--- src/rtl/caparray_sar_ctrl.sv ---
// SAR sequencer for the caparray capacitive DAC: samples, binary-searches the main
// array (normal mode) or the diff array (cal mode) bit by bit, and reports the final code.
module caparray_sar_ctrl #(
    parameter int N_BITS     = 16,
    parameter int SAMPLE_CYC = 4,
    parameter int SETTLE_CYC = 1
) (
    input  logic              clk,
    input  logic              rst,
    input  logic              start,
    input  logic              cal_en,
    input  logic [N_BITS-1:0] diff_trim,
    input  logic              comp_out,
    output logic              samp_en,
    output logic              comp_strobe,
    output logic [N_BITS-1:0] cap_botplate_main,
    output logic [N_BITS-1:0] cap_botplate_diff,
    output logic              busy,
    output logic [N_BITS-1:0] result,
    output logic              result_valid,
    output logic              result_is_cal
);

    localparam int SAMP_W = $clog2(SAMPLE_CYC + 1);
    localparam int SET_W  = $clog2(SETTLE_CYC + 1);
    localparam int BIT_W  = (N_BITS > 1) ? $clog2(N_BITS) : 1;

    typedef enum logic [2:0] {
        S_IDLE,
        S_SAMPLE,
        S_SETTLE,
        S_STROBE,
        S_DECIDE,
        S_DONE
    } state_t;

    state_t              state_reg, state_next;
    logic [SAMP_W-1:0]   samp_cnt_reg, samp_cnt_next;
    logic [SET_W-1:0]    settle_cnt_reg, settle_cnt_next;
    logic [BIT_W-1:0]    bit_idx_reg, bit_idx_next;
    logic                cal_reg, cal_next;
    logic [N_BITS-1:0]   main_reg, main_next;
    logic [N_BITS-1:0]   diff_reg, diff_next;
    logic [N_BITS-1:0]   result_reg, result_next;
    logic                result_is_cal_reg, result_is_cal_next;

    logic [N_BITS-1:0]   bit_mask;
    logic [N_BITS-1:0]   target_word;
    logic [N_BITS-1:0]   decided_word;

    // One-hot mask of the bit currently under trial.
    generate
        for (genvar gi = 0; gi < N_BITS; gi++) begin : g_bit_mask
            assign bit_mask[gi] = (bit_idx_reg == BIT_W'(gi));
        end
    endgenerate

    assign target_word  = cal_reg ? diff_reg : main_reg;
    assign decided_word = comp_out ? target_word : (target_word & ~bit_mask);

    always_ff @(posedge clk) begin
        if (rst) begin
            state_reg         <= S_IDLE;
            samp_cnt_reg      <= '0;
            settle_cnt_reg    <= '0;
            bit_idx_reg       <= '0;
            cal_reg           <= 1'b0;
            main_reg          <= '0;
            diff_reg          <= '0;
            result_reg        <= '0;
            result_is_cal_reg <= 1'b0;
        end else begin
            state_reg         <= state_next;
            samp_cnt_reg      <= samp_cnt_next;
            settle_cnt_reg    <= settle_cnt_next;
            bit_idx_reg       <= bit_idx_next;
            cal_reg           <= cal_next;
            main_reg          <= main_next;
            diff_reg          <= diff_next;
            result_reg        <= result_next;
            result_is_cal_reg <= result_is_cal_next;
        end
    end

    always_comb begin
        state_next         = state_reg;
        samp_cnt_next      = samp_cnt_reg;
        settle_cnt_next    = settle_cnt_reg;
        bit_idx_next       = bit_idx_reg;
        cal_next           = cal_reg;
        main_next          = main_reg;
        diff_next          = diff_reg;
        result_next        = result_reg;
        result_is_cal_next = result_is_cal_reg;

        case (state_reg)
            S_IDLE: begin
                if (start) begin
                    state_next         = S_SAMPLE;
                    cal_next           = cal_en;
                    main_next          = '0;
                    diff_next          = cal_en ? '0 : diff_trim;
                    samp_cnt_next      = '0;
                    bit_idx_next       = BIT_W'(N_BITS - 1);
                    result_next        = '0;
                    result_is_cal_next = cal_en;
                end
            end
            S_SAMPLE: begin
                if (samp_cnt_reg == SAMP_W'(SAMPLE_CYC - 1)) begin
                    state_next      = S_SETTLE;
                    settle_cnt_next = '0;
                    if (cal_reg) diff_next = target_word | bit_mask;
                    else         main_next = target_word | bit_mask;
                end else begin
                    samp_cnt_next = samp_cnt_reg + 1'b1;
                end
            end
            S_SETTLE: begin
                if (settle_cnt_reg == SET_W'(SETTLE_CYC - 1)) state_next = S_STROBE;
                else settle_cnt_next = settle_cnt_reg + 1'b1;
            end
            S_STROBE: begin
                state_next = S_DECIDE;
            end
            S_DECIDE: begin
                // Resolve the current bit; if more remain, raise the next trial bit on the same edge.
                if (bit_idx_reg == '0) begin
                    state_next  = S_DONE;
                    result_next = decided_word;
                    if (cal_reg) diff_next = decided_word;
                    else         main_next = decided_word;
                end else begin
                    state_next      = S_SETTLE;
                    settle_cnt_next = '0;
                    bit_idx_next    = bit_idx_reg - 1'b1;
                    if (cal_reg) diff_next = decided_word | (bit_mask >> 1);
                    else         main_next = decided_word | (bit_mask >> 1);
                end
            end
            S_DONE: begin
                state_next = S_IDLE;
            end
            default: begin
                state_next = S_IDLE;
            end
        endcase
    end

    assign samp_en           = (state_reg == S_SAMPLE);
    assign comp_strobe       = (state_reg == S_STROBE);
    assign result_valid      = (state_reg == S_DONE);
    assign busy              = (state_reg != S_IDLE);
    assign cap_botplate_main = main_reg;
    assign cap_botplate_diff = diff_reg;
    assign result            = result_reg;
    assign result_is_cal     = result_is_cal_reg;

endmodule
--- config.mk ---
export PLATFORM = sky130hd
export DESIGN_NAME = caparray_sar_ctrl
export DESIGN_NICKNAME = d
export VERILOG_FILES = /design/src/rtl/caparray_sar_ctrl.sv
export SDC_FILE = /design/constraint.sdc
export NUM_CORES = 1
export LEC_CHECK = 0
export CAP_MARGIN = 20
export CORE_MARGIN = 2
export CORE_UTILIZATION = 25
export CTS_CLUSTER_DIAMETER = 100
export CTS_CLUSTER_SIZE = 24
export DETAILED_ROUTE_END_ITERATION = 12
export GPL_ROUTABILITY_DRIVEN = 1
export GPL_TIMING_DRIVEN = 0
export PLACE_DENSITY = 0.53
export RECOVER_POWER = 100
export SETUP_SLACK_MARGIN = 0.5
export SYNTH_ARGS = -nofsm -noshare
export SYNTH_HDL_FRONTEND = slang
export SYNTH_SLANG_ARGS = --single-unit
--- constraint.sdc ---
create_clock -name clk -period 2.08 [get_ports clk]
set_clock_uncertainty 0.2 [all_clocks]
set_input_delay 0.416 -clock clk [delete_from_list [all_inputs] [get_ports clk]]
set_output_delay 0.416 -clock clk [all_outputs]
set_load 0.02 [all_outputs]
==> impl_results.md, run 1 <==
* Status: complete, no violations
* Depth of the CTS H-tree at 3
* CTS clock-pin slew for the worst setup and hold paths at around 0.060 ns
* Synth Warn # at 0
* ANT nets after route at 0
* Synth cell types at 67
* Via-to-Cell Ratio at 5.361
* Place WS at -0.4897 ns
* Area leader, netlist: dfxtp_1
* GR Overflow Total at 0
* Initial antenna violation count at 0
* Inst Count DP at approximately 660
* Setup Total Neg Slack at 0 ns
* Clock root buffer master: clkbuf_16
* Final worst-path cycle share at 99.13%
* Die W at about 120 um
* Fmax at 485.0 MHz
* Total CTS buffers at 9
* Share of the synthesized area in the top cell type at 33.99%
* Switching Share at 30.93%
* Synth area leaders: dfxtp_1, nor2_1, mux2i_1, nand2_1, a311oi_1
* RSZ-0062 raised after global routing: true
* Total number of vias at 3983
* Die height at 121.9 um
* Area delta synth->final at 86.86%
* EDFF count, synth at 0
* P_leak at 2.267 nW
* Total track usage at between 10% and 20%
* Vias in the first global route at between 3000 and 4000
* Largest net degree at the start of global routing at 12
* 1st-iter DRT viols at 320
* DRC viols at 0
* Final Hold Viols at 0
* CP Data Arrival Time at around 1.5 ns
* Crit path kind: register to output port
* Yosys reg bits at 59
* # diodes at 0
* Clock latency on the worst-skew pair at 0.34 ns
* GP Congestion at slightly above 0.9
* CTS Buffer Depth at 2
* Area of the core at 13720 um2
* Worst VDD drop at 585.4 uV
* Final WS setup at roughly 0.018 ns
* CP endpoint kind: output port
* Min-Delay Path Class: register to register
* Pwr/cell area at 633.3 nW/um2
* Max-Cap Viols at 0
* Hold_ws at 0.2574 ns
* Die ar. at 14860 um2
* Clock period minus worst slack at between 2 and 2.5 ns
* Final WL at around 15000 um
* Layout cells sized above 1 at just over 50%
* IO Pins at 74
* DRT Pass-1 Iters at 8
* Placed wire-length estimate at 9807 um
* Post-Syn Nets at around 440
* Crit path max fanout at 6
* CTS tree: done
* Worst setup SP type: register
* Worst Tran Pin Value at roughly 0.95 ns
* Hold Buf Count CTS at 0
* Post-synthesis async set-or-reset flop share at 0%
* Sequential power share at 30.9%
* Clock power share at 40.1%
* Final Max Slew Viols at 0
* Mapped Area at 3475 um2
* Syn avg cell area at between 8 and 9 um2
* Rows at 43
* WL per Instance at 20.49 um
* Input/output buffers at 72
* Max-Slew Margin vs Limit at 36.64%
* Nets at about 600
* First-pass GRT wire length at 22110 um
* Final setup viols at 0
* Internal power at 2.840 mW
* Logic pwr share at between 20 and 30%
* Top FF cell, synth: dfxtp_1
* CP required at 1.46 ns
* Cells after Synth at 410
* Sequential share of the synthesized area at 33.99%
* Final non-filler cell total at 743
* Starting Density at 25.33%
* Switch Pwr at 1.271 mW
* Clock tree sinks at around 60
-- cells in the mapped netlist, types with 5 or more instances --
cell type  count
dfxtp_1       59
nor2_1        47
nand2_1       40
a21oi_1       28
a311oi_1      17
clkbuf_1      16
mux2i_1       16
a211oi_1      14
buf_2         13
nand3_1       12
nor3_1        10
o21ai_0        9
inv_1          8
nor4bb_1       7
a2bb2oi_1      6
buf_4          6
ha_1           6
or3_1          6
a21boi_0       5
-- final timing paths --
kind | cells after the start | slack (ns) | to | startpoint
setup / recovery | 4 | 0.02 | busy | state_reg[0]
setup reg to reg | 6 | 0.06 | cap_botplate_diff[8] | state_reg[0]
hold reg to reg | 2 | 0.26 | result[0] | result[0]
hold / removal | 2 | 0.26 | result[0] | result[0]
-- kinds of logic after synthesis --
logic type / after synthesis / synth area share (%)
compound gates: 110 / 23.88
xor+xnor: 2 / 0.5042
fa+ha+maj: 6 / 2.161
buf+inv: 48 / 7.166
flops: 59 / 33.99
mux: 20 / 5.905
simple gates: 165 / 26.40
-- power by group through the flow --
| stage | sequential (mW) | combinational, mW | clock, mW |
|---|---|---|---|
| after floorplan | 1.34 | 0.466 | 0 |
| after global placement | 1.28 | 0.816 | 0 |
| after detailed placement | 1.29 | 0.821 | 0 |
| after CTS | 1.26 | 1.03 | 1.66 |
| after global routing | 1.28 | 1.25 | 1.73 |
| final | 1.27 | 1.19 | 1.65 |
-- stage by stage --
step	power, mW	cell area, um2	util [%]
floorplan	1.801	3804	-
global placement	2.100	4750	34.62
detailed placement	2.107	4750	34.62
CTS	3.949	5954	43.40
global route	4.260	6492	47.32
finish	4.111	6492	47.32
-- worst max-delay path: stages (launching register included) --
cell,delay [ns]
dfxtp_4,0.36
buf_8,0.13
buf_6,0.11
or3_4,0.37
buf_6,0.14
-- area by class of cell --
type	instances	area, um2
fill	1289	7227
timing repair buffer	137	1249
multi-input combinational	303	2983
sequential	59	1209
clock buffer	10	239.0
clock inverter	6	87.58
buffer	39	454.2
tap	180	225.2
inverter	9	46.29
-- what timing repair did --
item / CTS / global route
endpoints found under the setup margin: 111 / 71
endpoints found under the hold margin: 0 / 0
pin swaps: 49 / 51
buffers inserted: 42 / 15
cloned: 7 / 1
gates resized for setup: 321 / 127
-- routing by layer --
layer / GRT usage, % / wire (um)
met1: 27.37 / 6639
met2: 32.26 / 7323
met3: 4.448 / 987
met4: 3.448 / 276
met5: 0 / 0
-- cells in the final DEF, fill, tap and decap left out, types with 6 or more instances in the layout --
cell,instances
a211oi_2,12
a21oi_2,24
a311oi_1,11
buf_12,13
buf_4,34
buf_6,32
buf_8,11
clkbuf_1,47
clkbuf_16,11
clkdlybuf4s25_1,8
clkdlybuf4s50_1,17
dfxtp_1,47
dfxtp_2,7
mux2i_1,10
nand2_1,33
nand3_1,6
nor2_1,35
nor2_4,8
nor3_1,7
or3b_4,7
(Power assumes the default switching activity.)
==> run 2: changes to the inputs <==
--- a/config.mk
+++ b/config.mk
@@ -16,6 +16,7 @@
 export PLACE_DENSITY = 0.53
 export RECOVER_POWER = 100
 export SETUP_SLACK_MARGIN = 0.5
+export SLEW_MARGIN = 40
 export SYNTH_ARGS = -nofsm -noshare
 export SYNTH_HDL_FRONTEND = slang
 export SYNTH_SLANG_ARGS = --single-unit
==> results of run 2 <==
The final DEF is identical to that of run 1; final timing and power are the same.
==> run 3: changes to the inputs <==
--- a/config.mk
+++ b/config.mk
@@ -20,3 +20,4 @@
 export SYNTH_ARGS = -nofsm -noshare
 export SYNTH_HDL_FRONTEND = slang
 export SYNTH_SLANG_ARGS = --single-unit
+export TNS_END_PERCENT = 30
==> impl_results.md, run 3 (synthesis results as in run 1) <==
* WL per Instance at 19.91 um (-2.8%)
* Crit path kind: register to output port
* Layout cells sized above 1 at 38.83% (-12 points)
* Initial antenna violation count at 0 (unchanged)
* Worst Tran Pin Value at 0.8368 ns (-0.1135 ns)
* CP endpoint kind: output port
* Worst Min Path Start: result[12]
* Area of the multi-input gates at 2515 um2 (-16%)
* P_leak at 2.316 nW (+2.2%)
* Placed wire-length estimate at 9691 um (-1.2%)
* Max-Slew Margin vs Limit at 44.21% (+7.6 points)
* Input/output buffers at 72 (unchanged)
* Clock tree sinks at 59 (unchanged)
* GP Congestion at 0.8638 (-5.1%)
* Depth of the CTS H-tree at 3 (unchanged)
* ANT nets after route at 0 (unchanged)
* Final Hold Viols at 0 (unchanged)
* Min-Delay Path Class: register to register
* CTS tree: done
* Vias in the first global route at 3870 (+0.26%)
* Total CTS buffers at 9 (unchanged)
* Max-Cap Viols at 0 (unchanged)
* Rows at 43 (unchanged)
* Die height at 121.9 um (unchanged)
* Status: complete, no violations
* CTS clock-pin slew for the worst setup and hold paths at 0.05 ns (about the same)
* Worst setup SP type: register
* Final Max Slew Viols at 0 (unchanged)
* Worst Reg-to-Reg Cells at 8 (+2)
* CP Data Arrival Time at 1.42 ns (-0.03 ns)
* IO Pins at 74 (unchanged)
* Final WL at 14820 um (-2.7%)
* Final setup viols at 0 (unchanged)
* Die ar. at 14860 um2 (unchanged)
* CP Capture Point: busy
* R2r setup slk at 0.05 ns (about the same)
* Worst VDD drop at 394.9 uV (-33%)
* Filler cells at 1301 (+0.93%)
* Fmax at 490.1 MHz (+1.1%)
* 1st-iter DRT viols at 300 (-6.3%)
* Area of the core at 13720 um2 (unchanged)
* DRC viols at 0 (unchanged)
* Clock latency on the worst-skew pair at 0.33 ns (about the same)
* GR Overflow Total at 0 (unchanged)
* Die W at 121.9 um (unchanged)
* Nets at 586 (+0.17%)
* RSZ-0062 raised after global routing: true
* Pwr/cell area at 621.8 nW/um2 (-1.8%)
* Crit path max fanout at 6 (unchanged)
* Largest net degree at the start of global routing at 11 (-1)
* Final core occ at 44.51% (-2.8 points)
* CP required at 1.46 ns (about the same)
* First-pass GRT wire length at 21910 um (-0.87%)
* Commonest non-fill, non-tap cell in the layout: dfxtp_1
* Register area at 1201 um2 (-0.62%)
* Clock period minus worst slack at 2.040 ns (-0.02173 ns)
* Total number of vias at 3938 (-1.1%)
* # diodes at 0 (unchanged)
* Final worst-path cycle share at 98.09% (-1.0 points)
* Crit path from: state_reg[2]
* Area delta synth->final at 75.73%
* Clock root buffer master: clkbuf_16
* DRT Pass-1 Iters at 5 (-3)
* Worst r2r src: state_reg[1]
* Most frequent cells in the layout: dfxtp_1, buf_4, dlygate4sd3_1
* CTS Buffer Depth at 2 (unchanged)
* Total track usage at 19.62% (-0.26 points)
* Reg2reg end: cap_botplate_diff[14]
* Hold_ws at 0.2495 ns (-0.007974 ns)
* Starting Density at 25.33% (unchanged)
* Hold Buf Count CTS at 0 (unchanged)
* Via-to-Cell Ratio at 5.293 (-1.3%)
==> run 3: layout make-up <==
cell class	count	area share (%)
clock buffers	12	4.221
plain buffers	39	7.152
flip-flops and latches	59	19.67
well taps	180	3.689
clock inverters	4	0.3893
inverters	9	0.7582
repair buffers	138	22.93
multi-input cells	303	41.19
==> run 3: critical path, stage by stage, from the launching register on <==
cell,delay [ns]
dfxtp_4,0.36
buf_8,0.13
buf_8,0.11
or3_4,0.36
buf_6,0.14
==> run 3: metrics by stage <==
step / setup TNS, ns / power [mW] / std cells / cell area [um2] / setup slack, ns
finish: 0 / 3.797 / 744 / 6106 / 0.03974
global route: 0 / 3.942 / 744 / 6106 / 0.004237
CTS: 0 / 3.739 / 733 / 5846 / 0.02354
detailed placement: -19.41 / 2.097 / 662 / 4672 / -0.5884
global placement: -18.18 / 2.092 / 662 / 4672 / -0.5627
floorplan: 0 / 1.785 / 410 / 3726 / 0.2651
==> run 3: worst min path at each step <==
stage / end / cells past startpoint
3_3_place_gp: result[12] / 2
6_report: result[12] / 2
2_1_floorplan: samp_cnt_reg[0] / 2
5_1_grt: result[1] / 2
3_5_place_dp: result[12] / 2
4_1_cts: result[12] / 2
==> run 3: repair_timing <==
| action | CTS | global route |
|---|---|---|
| setup endpoints to repair | 111 | 112 |
| resized for setup | 122 | 48 |
| setup buffers | 50 | 10 |
| cloned | 5 | 1 |
| pin swaps | 41 | 28 |
==> run 3: report_power, final <==
group	internal [mW]	switching (mW)
clock network	0.875	0.543
registers	1.20	0.0682
logic	0.545	0.570
==> run 3: routing by layer <==
layer  vias up  track usage [%]  routed length [um]
met3        22            3.605                 889
met2       155            32.23                7184
li1       1821                -                   -
met1      1940            26.08                6499
met4         0            6.106                 244
met5         -                0                   0
